File: config.mk
export PLATFORM = sky130hd
export DESIGN_NAME = maze_link_tx
export DESIGN_NICKNAME = d
export VERILOG_FILES = /design/src/rtl/maze_link_tx.sv
export SDC_FILE = /design/constraint.sdc
export NUM_CORES = 1
export LEC_CHECK = 0
export CAP_MARGIN = 5
export CORE_ASPECT_RATIO = 1.75
export CORE_MARGIN = 1.5
export CORE_UTILIZATION = 55
export DETAILED_ROUTE_END_ITERATION = 10
export DONT_BUFFER_PORTS = 1
export PLACE_DENSITY = 0.81
export SYNTH_ARGS = -nofsm -noshare
export SYNTH_HDL_FRONTEND = slang
export SYNTH_SLANG_ARGS = --single-unit
File: constraint.sdc
create_clock -name CLOCK -period 1.9 [get_ports CLOCK]
set_input_delay 0.19 -clock CLOCK [delete_from_list [all_inputs] [get_ports CLOCK]]
set_output_delay 0.19 -clock CLOCK [all_outputs]
set_load 0.02 [all_outputs]
File: src/rtl/maze_link_tx.sv
// maze_link_tx: transmit end of the 9-wire maze-cell link; every accepted word becomes a
// SYNC/DUMMY/D0/D1/D2 strobe frame. Define MAZE_TX_FIFO_EN for a FIFO_DEPTH input queue.
module maze_link_tx #(
    parameter int unsigned HALF_PERIOD = 25,
    parameter int unsigned FIFO_DEPTH  = 4
) (
    input  logic       CLOCK,
    input  logic       RESET,
    input  logic       IN_VALID,
    output logic       IN_READY,
    input  logic [4:0] IN_ADDR,
    input  logic [8:0] IN_DATA,
    output logic [2:0] LINK_DATA,
    output logic       LINK_CLK,
    output logic [4:0] LINK_ADDR,
    output logic       BUSY,
    output logic       ERR_ADDR
);
    localparam int unsigned   CW        = $clog2(HALF_PERIOD) + 1;
    localparam logic [CW-1:0] CNT_LAST  = CW'(HALF_PERIOD - 1);
    localparam logic [CW-1:0] CNT_ONE   = CW'(1);
    localparam logic [4:0]    SYNC_ADDR = 5'd31;

    if (HALF_PERIOD < 2 || HALF_PERIOD > 255 || FIFO_DEPTH < 2 ||
        (FIFO_DEPTH & (FIFO_DEPTH - 1)) != 0) begin : g_bad_params
        $error("maze_link_tx: HALF_PERIOD must be 2..255, FIFO_DEPTH a power of two >= 2");
    end

    typedef enum logic [1:0] {IDLE, LOW, HIGH} state_t;

    state_t        state_q, state_d;
    logic [2:0]    k_q, k_d;
    logic [CW-1:0] cnt_q, cnt_d;
    logic [4:0]    cur_addr_q, cur_addr_d;
    logic [8:0]    cur_word_q, cur_word_d;
    logic          clk_q, clk_d;
    logic [4:0]    laddr_q, laddr_d;
    logic [2:0]    ldata_q, ldata_d;
    logic          busy_q, busy_d;
    logic          err_q, err_d;
    logic          ready_q, ready_d;

    logic          accept, push, pop, phase_end, frame_end;
    logic          q_empty;
    logic [4:0]    q_addr;
    logic [8:0]    q_word;

    assign accept    = IN_VALID && ready_q;
    assign push      = accept && (IN_ADDR != SYNC_ADDR);
    assign phase_end = (cnt_q == CNT_LAST);
    assign frame_end = (state_q == HIGH) && (k_q == 3'd4) && phase_end;

`ifdef MAZE_TX_FIFO_EN
    localparam int unsigned   PW      = $clog2(FIFO_DEPTH);
    localparam logic [PW-1:0] PTR_ONE = PW'(1);
    localparam logic [PW:0]   CNT1    = (PW + 1)'(1);
    localparam logic [PW:0]   FULL    = (PW + 1)'(FIFO_DEPTH);

    logic [4:0]    mem_addr_q [FIFO_DEPTH];
    logic [8:0]    mem_word_q [FIFO_DEPTH];
    logic [PW-1:0] wr_ptr_q, rd_ptr_q;
    logic [PW:0]   count_q, count_d;

    assign q_empty = (count_q == '0);
    assign q_addr  = mem_addr_q[rd_ptr_q];
    assign q_word  = mem_word_q[rd_ptr_q];
    // The next word is taken on the same edge HIGH(4) ends, so frames abut.
    assign pop     = !q_empty && ((state_q == IDLE) || frame_end);

    always_comb begin
        count_d = count_q;
        if (push && !pop) begin
            count_d = count_q + CNT1;
        end else if (pop && !push) begin
            count_d = count_q - CNT1;
        end
    end

    always_ff @(posedge CLOCK or posedge RESET) begin
        if (RESET) begin
            wr_ptr_q <= '0;
            rd_ptr_q <= '0;
            count_q  <= '0;
        end else begin
            if (push) wr_ptr_q <= wr_ptr_q + PTR_ONE;
            if (pop)  rd_ptr_q <= rd_ptr_q + PTR_ONE;
            count_q <= count_d;
        end
    end

    always_ff @(posedge CLOCK) begin
        if (push) begin
            mem_addr_q[wr_ptr_q] <= IN_ADDR;
            mem_word_q[wr_ptr_q] <= IN_DATA;
        end
    end
`else
    logic       hold_q, hold_d;
    logic [4:0] hold_addr_q;
    logic [8:0] hold_word_q;

    assign q_empty = !hold_q;
    assign q_addr  = hold_addr_q;
    assign q_word  = hold_word_q;
    assign pop     = hold_q && (state_q == IDLE);

    always_comb begin
        hold_d = hold_q;
        if (push) begin
            hold_d = 1'b1;
        end else if (pop) begin
            hold_d = 1'b0;
        end
    end

    always_ff @(posedge CLOCK or posedge RESET) begin
        if (RESET) hold_q <= 1'b0;
        else       hold_q <= hold_d;
    end

    always_ff @(posedge CLOCK) begin
        if (push) begin
            hold_addr_q <= IN_ADDR;
            hold_word_q <= IN_DATA;
        end
    end
`endif

    always_comb begin
        state_d    = state_q;
        k_d        = k_q;
        cnt_d      = cnt_q;
        cur_addr_d = cur_addr_q;
        cur_word_d = cur_word_q;
        clk_d      = clk_q;
        laddr_d    = laddr_q;
        ldata_d    = ldata_q;
        busy_d     = busy_q;
        err_d      = accept && (IN_ADDR == SYNC_ADDR);
        if (pop) begin
            state_d    = LOW;
            k_d        = '0;
            cnt_d      = '0;
            cur_addr_d = q_addr;
            cur_word_d = q_word;
            clk_d      = 1'b0;
            laddr_d    = SYNC_ADDR;
            ldata_d    = '0;
            busy_d     = 1'b1;
        end else if (state_q != IDLE) begin
            if (!phase_end) begin
                cnt_d = cnt_q + CNT_ONE;
            end else begin
                cnt_d = '0;
                if (state_q == LOW) begin
                    state_d = HIGH;
                    clk_d   = 1'b1;
                end else if (frame_end) begin
                    state_d = IDLE;
                    clk_d   = 1'b0;
                    laddr_d = SYNC_ADDR;
                    ldata_d = '0;
                    busy_d  = 1'b0;
                end else begin
                    state_d = LOW;
                    k_d     = k_q + 3'd1;
                    clk_d   = 1'b0;
                    laddr_d = cur_addr_q;
                    case (k_q)
                        3'd1:    ldata_d = cur_word_q[2:0];
                        3'd2:    ldata_d = cur_word_q[5:3];
                        3'd3:    ldata_d = cur_word_q[8:6];
                        default: ldata_d = '0;
                    endcase
                end
            end
        end
`ifdef MAZE_TX_FIFO_EN
        ready_d = (count_d != FULL);
`else
        // Ready is raised for the last HIGH(4) cycle so a word can be taken on the final fall.
        ready_d = !hold_d && ((state_d == IDLE) ||
                  ((state_d == HIGH) && (k_d == 3'd4) && (cnt_d == CNT_LAST)));
`endif
    end

    always_ff @(posedge CLOCK or posedge RESET) begin
        if (RESET) begin
            state_q    <= IDLE;
            k_q        <= '0;
            cnt_q      <= '0;
            cur_addr_q <= '0;
            cur_word_q <= '0;
            clk_q      <= 1'b0;
            laddr_q    <= SYNC_ADDR;
            ldata_q    <= '0;
            busy_q     <= 1'b0;
            err_q      <= 1'b0;
            ready_q    <= 1'b1;
        end else begin
            state_q    <= state_d;
            k_q        <= k_d;
            cnt_q      <= cnt_d;
            cur_addr_q <= cur_addr_d;
            cur_word_q <= cur_word_d;
            clk_q      <= clk_d;
            laddr_q    <= laddr_d;
            ldata_q    <= ldata_d;
            busy_q     <= busy_d;
            err_q      <= err_d;
            ready_q    <= ready_d;
        end
    end

    assign IN_READY  = ready_q;
    assign LINK_CLK  = clk_q;
    assign LINK_ADDR = laddr_q;
    assign LINK_DATA = ldata_q;
    assign BUSY      = busy_q;
    assign ERR_ADDR  = err_q;
endmodule

# Word level (Yosys, flattened, before mapping)
# Index checks and enable logic that the tools add are counted.
# word_totals
output_inout_bits,12
in_bits,17
reg_bits,52
word_cells,84
# classes
add_sub_neg,2
mux,35
n_eq_ne,13
reduce_logical,20
# ops
op,n
2-to-1 mux 3 bit,10
2-to-1 mux 5 bit,5
2-to-1 mux 6 bit,3
"== test 6 x 5 -> 1 bit, second input constant",2
2-to-1 mux 1 bit,12
logical AND 1 bit,9
case mux 3 bit (3 select lines),1
2-to-1 mux 2 bit,4
nonzero test 2 bit,4
"adder 6 x 1 -> 6 bit, second input constant",1
"== test 3 x 2 -> 1 bit, second input constant",2
"== test 3 bit, second input constant",2
"== test 5 bit, second input constant",1
"inequality test 5 bit, second input constant",1
"== test 2 bit, second input constant",2
zero test 2 bit,2
AND reduction 4 bit,1
"adder 3 x 1 -> 3 bit, second input constant",1
"== test 3 x 1 -> 1 bit, second input constant",1
AND reduction 3 bit,1
"== test 2 x 1 -> 1 bit, second input constant",1
"inequality test 2 bit, second input constant",1
AND reduction 2 bit,1
zero test 1 bit,1
logical OR 1 bit,1

# Logic depth before layout (Yosys ltp)
# Gate-level depths: netlist (run 1).
# depth
ltp_word,13
depth_mapped,7
mapped_depth_nobuf,7

# Worst setup path before layout (run 1)
# Ideal clock, no wire load.
# synth_timing
path_kind,register to register
from,register cnt_q[0]
to,"register ready_q, in the netlist IN_READY"
path_buffers,0
synth_period_minus_slack_ns,1.784
arrival_time_ns,1.693
path_slack_ns,0.116
path_stages_with_launch,8
path_cell_list,dfrtp_1 inv_1 ha_1 and4bb_4 nand2_4 mux2_4 a2111o_1 o31ai_1
# synth_rtl
item,line,rtl
"start, declared",33,"logic [CW-1:0] cnt_q, cnt_d;"
"start signal, assigned",203,cnt_q <= cnt_d;
== test 6 x 5 -> 1 bit (*),50,assign phase_end = (cnt_q == CNT_LAST);
2-to-1 mux 2 bit (*),151,if (!phase_end) begin
2-to-1 mux 2 bit (*),150,end else if (state_q != IDLE) begin
2-to-1 mux 2 bit (*),140,if (pop) begin
via state_d[1],31,"state_t state_q, state_d;"
== test 2 bit,183,((state_d == HIGH) && (k_d == 3'd4) && (cnt_d == CNT_LAST)));
logical AND 1 bit (2 in series),183,
logical OR 1 bit (*),182,ready_d = !hold_d && ((state_d == IDLE) ||
logical AND 1 bit (*),182,
via ready_d,41,"logic ready_q, ready_d;"
"end signal, assigned",211,ready_q <= ready_d;
"end, declared",41,
# Mark *: on every way through the listed nets, which the timed path passes. The rest lies on a longest branch.
# A chain may end at the register's enable or synchronous reset.

# Final worst setup path (run 1)
# Ends and elaborated chain as after synthesis.

==> results of run 1 <==
cells by family (layout without fill, tap and decap cells):
logic type / count (synthesis) / after routing / synth area share (%)
adder cells (fa/ha/maj): 7 / 7 / 3.82
XOR/XNOR: 6 / 6 / 2.29
multiplexers: 1 / 1 / 0.655
AO/OA/AOI/OAI: 27 / 27 / 8.19
buffers and inverters: 16 / 42 / 3.28
AND/OR/NAND/NOR: 105 / 105 / 21.6
flip-flops: 52 / 52 / 60.2
layout by cell type (no fill, tap or decap), drive strengths merged, types with 3 or more instances in the layout:
master | netlist | routed
clkbuf | 4 | 6
inv | 7 | 7
nand3 | 5 | 5
or2 | 3 | 3
xor2 | 4 | 4
nor2b | 3 | 3
edfxtp | 14 | 14
nand2 | 57 | 57
nor2 | 17 | 17
dfstp | 6 | 6
o21ai | 11 | 11
ha | 7 | 7
dlygate4sd3 | 0 | 15
a21oi | 4 | 4
nor3 | 9 | 9
dfrtp | 32 | 32
a222oi | 3 | 3
buf | 5 | 12
Yosys cell counts (2+ instances only):
master,instances
nand2_1,56
dfrtp_1,32
nor2_1,17
edfxtp_1,14
o21ai_0,11
nor3_1,9
ha_1,7
inv_1,7
dfstp_2,6
a21oi_1,4
clkbuf_1,4
nand3_1,4
xor2_1,4
a222oi_1,3
buf_2,3
nor2b_1,3
a2111o_1,2
nand4bb_1,2
or3_1,2
xnor2_1,2
worst max-delay path, cell delays in order (launching register included):
cell and delay [ns]:
dfrtp_1 0.43, inv_2 0.09, ha_2 0.18, and4bb_4 0.26, nand2_4 0.09, mux2_4 0.33, a2111o_1 0.34, o31ai_1 0.07
cell type report:
| cell class | instances | area, µm² | area share [%] |
|---|---|---|---|
| Timing Repair Buffer | 27 | 240 | 9.12 |
| Sequential cell | 52 | 1380 | 52.4 |
| Inverter | 7 | 26.3 | 0.998 |
| Clock buffer | 6 | 72.6 | 2.76 |
| Multi-Input combinational cell | 146 | 840 | 31.9 |
| Tap cell | 48 | 60.1 | 2.28 |
| Clock inverter | 2 | 16.3 | 0.618 |
sequential cells by signal, summed over array words and instances (netlist names):
name,count
cur_word_q,9
hold_q,1
BUSY,1
state_q,2
cur_addr_q,5
k_q,3
LINK_ADDR,5
cnt_q,6
hold_word_q,9
LINK_CLK,1
IN_READY,1
ERR_ADDR,1
hold_addr_q,5
LINK_DATA,3
path summary, 6_finish.rpt:
| check | start | endpoint | slack, ns | cells past startpoint |
|---|---|---|---|---|
| min reg2reg | hold_word_q[5]$_DFFE_PP_ | cur_word_q[5]$_DFFE_PP0P_ | 0.43 | 2 |
| max in group asynchronous | RESET | LINK_ADDR[4]$_DFFE_PP1P_ | 1.13 | 3 |
| min in group asynchronous | RESET | state_q[0]$_DFF_PP0_ | 0.42 | 3 |
| max | cnt_q[0]$_DFF_PP0_ | IN_READY$_DFF_PP1_ | 0.04 | 7 |
| max reg2reg | cnt_q[0]$_DFF_PP0_ | IN_READY$_DFF_PP1_ | 0.04 | 7 |
| min | IN_VALID | ERR_ADDR$_DFF_PP0_ | 0.02 | 2 |
layer usage:
| metal | vias up | track usage, % | wire (µm) |
|---|---|---|---|
| met3 | 9 | 5.07 | 185 |
| li1 | 777 | - | - |
| met4 | 0 | 10.0 | 114 |
| met2 | 51 | 38.7 | 2270 |
| met1 | 780 | 25.7 | 1700 |
| met5 | - | 0 | 0 |
per-stage QoR:
step	instance area [µm²]	worst slack, ns	cells	hold WS [ns]	TNS [ns]
CTS	2620	0.00996	286	0.0174	0
global route	2630	-0.0118	288	0.0236	-0.0118
detailed placement	2380	0.0155	263	0.221	0
global placement	2380	0.112	263	0.216	0
floorplan	2290	0.116	214	0.289	0
finish	2630	0.0437	288	0.0230	0
what timing repair did:
action,in CTS,in global routing
hold endpoints to repair,46,0
resized for setup,0,2
setup endpoints to repair,0,1
setup buffers,0,2
hold buffers,15,0
where the power goes:
group          leakage [nW]  total (mW)  internal (mW)  switching [mW]
combinational         0.511       0.872          0.413           0.458
sequential            0.597        1.88           1.52           0.358
clock                0.0414       0.619          0.262           0.356
==> metrics.txt, run 1 <==
Placement Rows 30; initial antenna violation count 0; mapped cell area 2290 µm²; DRT Pass-1 Iters 5; Core Util, Final 66.8%; # fillers 319; vias in the first global route 1,723; first-pass GRT wire length 7500 µm; Distinct cells, synth 42; Die W 51.8 µm; Synth Warn # 0; HP Class in2reg; area share of the largest cell type after synthesis 35.0%; drt first-iter violations 67; Vias 1,617; Synth Flop Type dfrtp_1; initial core utilization 58.1%; Die ar. 4580 µm²; final setup skew 0.0104 ns; status finished, final reports clean; Synthesized Nets 238; Routed Antenna Nets 0; Worst-path clk slew 0.09 ns; CP required 2.13 ns; dominant cell type by area after synthesis dfrtp_1; post-synthesis cell count 214; Area contributors post-synth dfrtp_1 35%, edfxtp_1 18%, nand2_1 9.2%, dfstp_2 6.9%, ha_1 3.8%; CP Max Fanout 9; Max clock buf depth 2; Die Ht 88.4 µm; CTS Buf Count 5; Final setup viols 0; core area 3940 µm²; Post-synth EDFFs 14; min Tclk post-route 1.86 ns; P&R area growth vs syn 15.0%; via-per-instance ratio 5.61; worst-margin pin slew 0.466 ns; largest net degree at the start of global routing 39; Final Hold Fails 0; CP endpoint kind register; # DRC 0; power per cell area 1280 nW/µm²; IO Pins 29; maximum VDD drop 0.809 mV; DP Wirelength 2890 µm; share of post-route cells with drive strength above 1 14.2%; Pleak 1.15 nW; final slew viol count 0; total power 3.37 mW; global route overflow 0; clk sink count 52; FFs w/ async S/R, synth 73.1%; max cap viols 0; port bufs 0; CTS tree done; GRT Resource Usage Total 22.2%; Peak Freq 0.539 GHz; Critical Path Start Type register; syn avg cell area 10.7 µm²; clock latency on the worst-skew pair 0.31 ns; WL final 4270 µm; crit path DAT 2.09 ns; crit path kind reg2reg; Root Buffer clkbuf_8; fin nets 263; H-tree depth 2; n_diodes 0; DR WL/cell 14.8 µm; #FFs+latches synth 52; Relative slew margins 68.9%; Final Cycle Share 97.7%; register area share after synthesis 60.2%; GPL Wtd Cong 0.832
Power figures use the tool's default switching activity.
==> inputs of run 2 (changes only) <==
--- a/config.mk
+++ b/config.mk
@@ -11,6 +11,7 @@
 export CORE_UTILIZATION = 55
 export DETAILED_ROUTE_END_ITERATION = 10
 export DONT_BUFFER_PORTS = 1
+export GPL_ROUTABILITY_DRIVEN = 1
 export PLACE_DENSITY = 0.81
 export SYNTH_ARGS = -nofsm -noshare
 export SYNTH_HDL_FRONTEND = slang
==> results of run 2 <==
No change in the layout: final DEF, timing and power equal those of run 1.
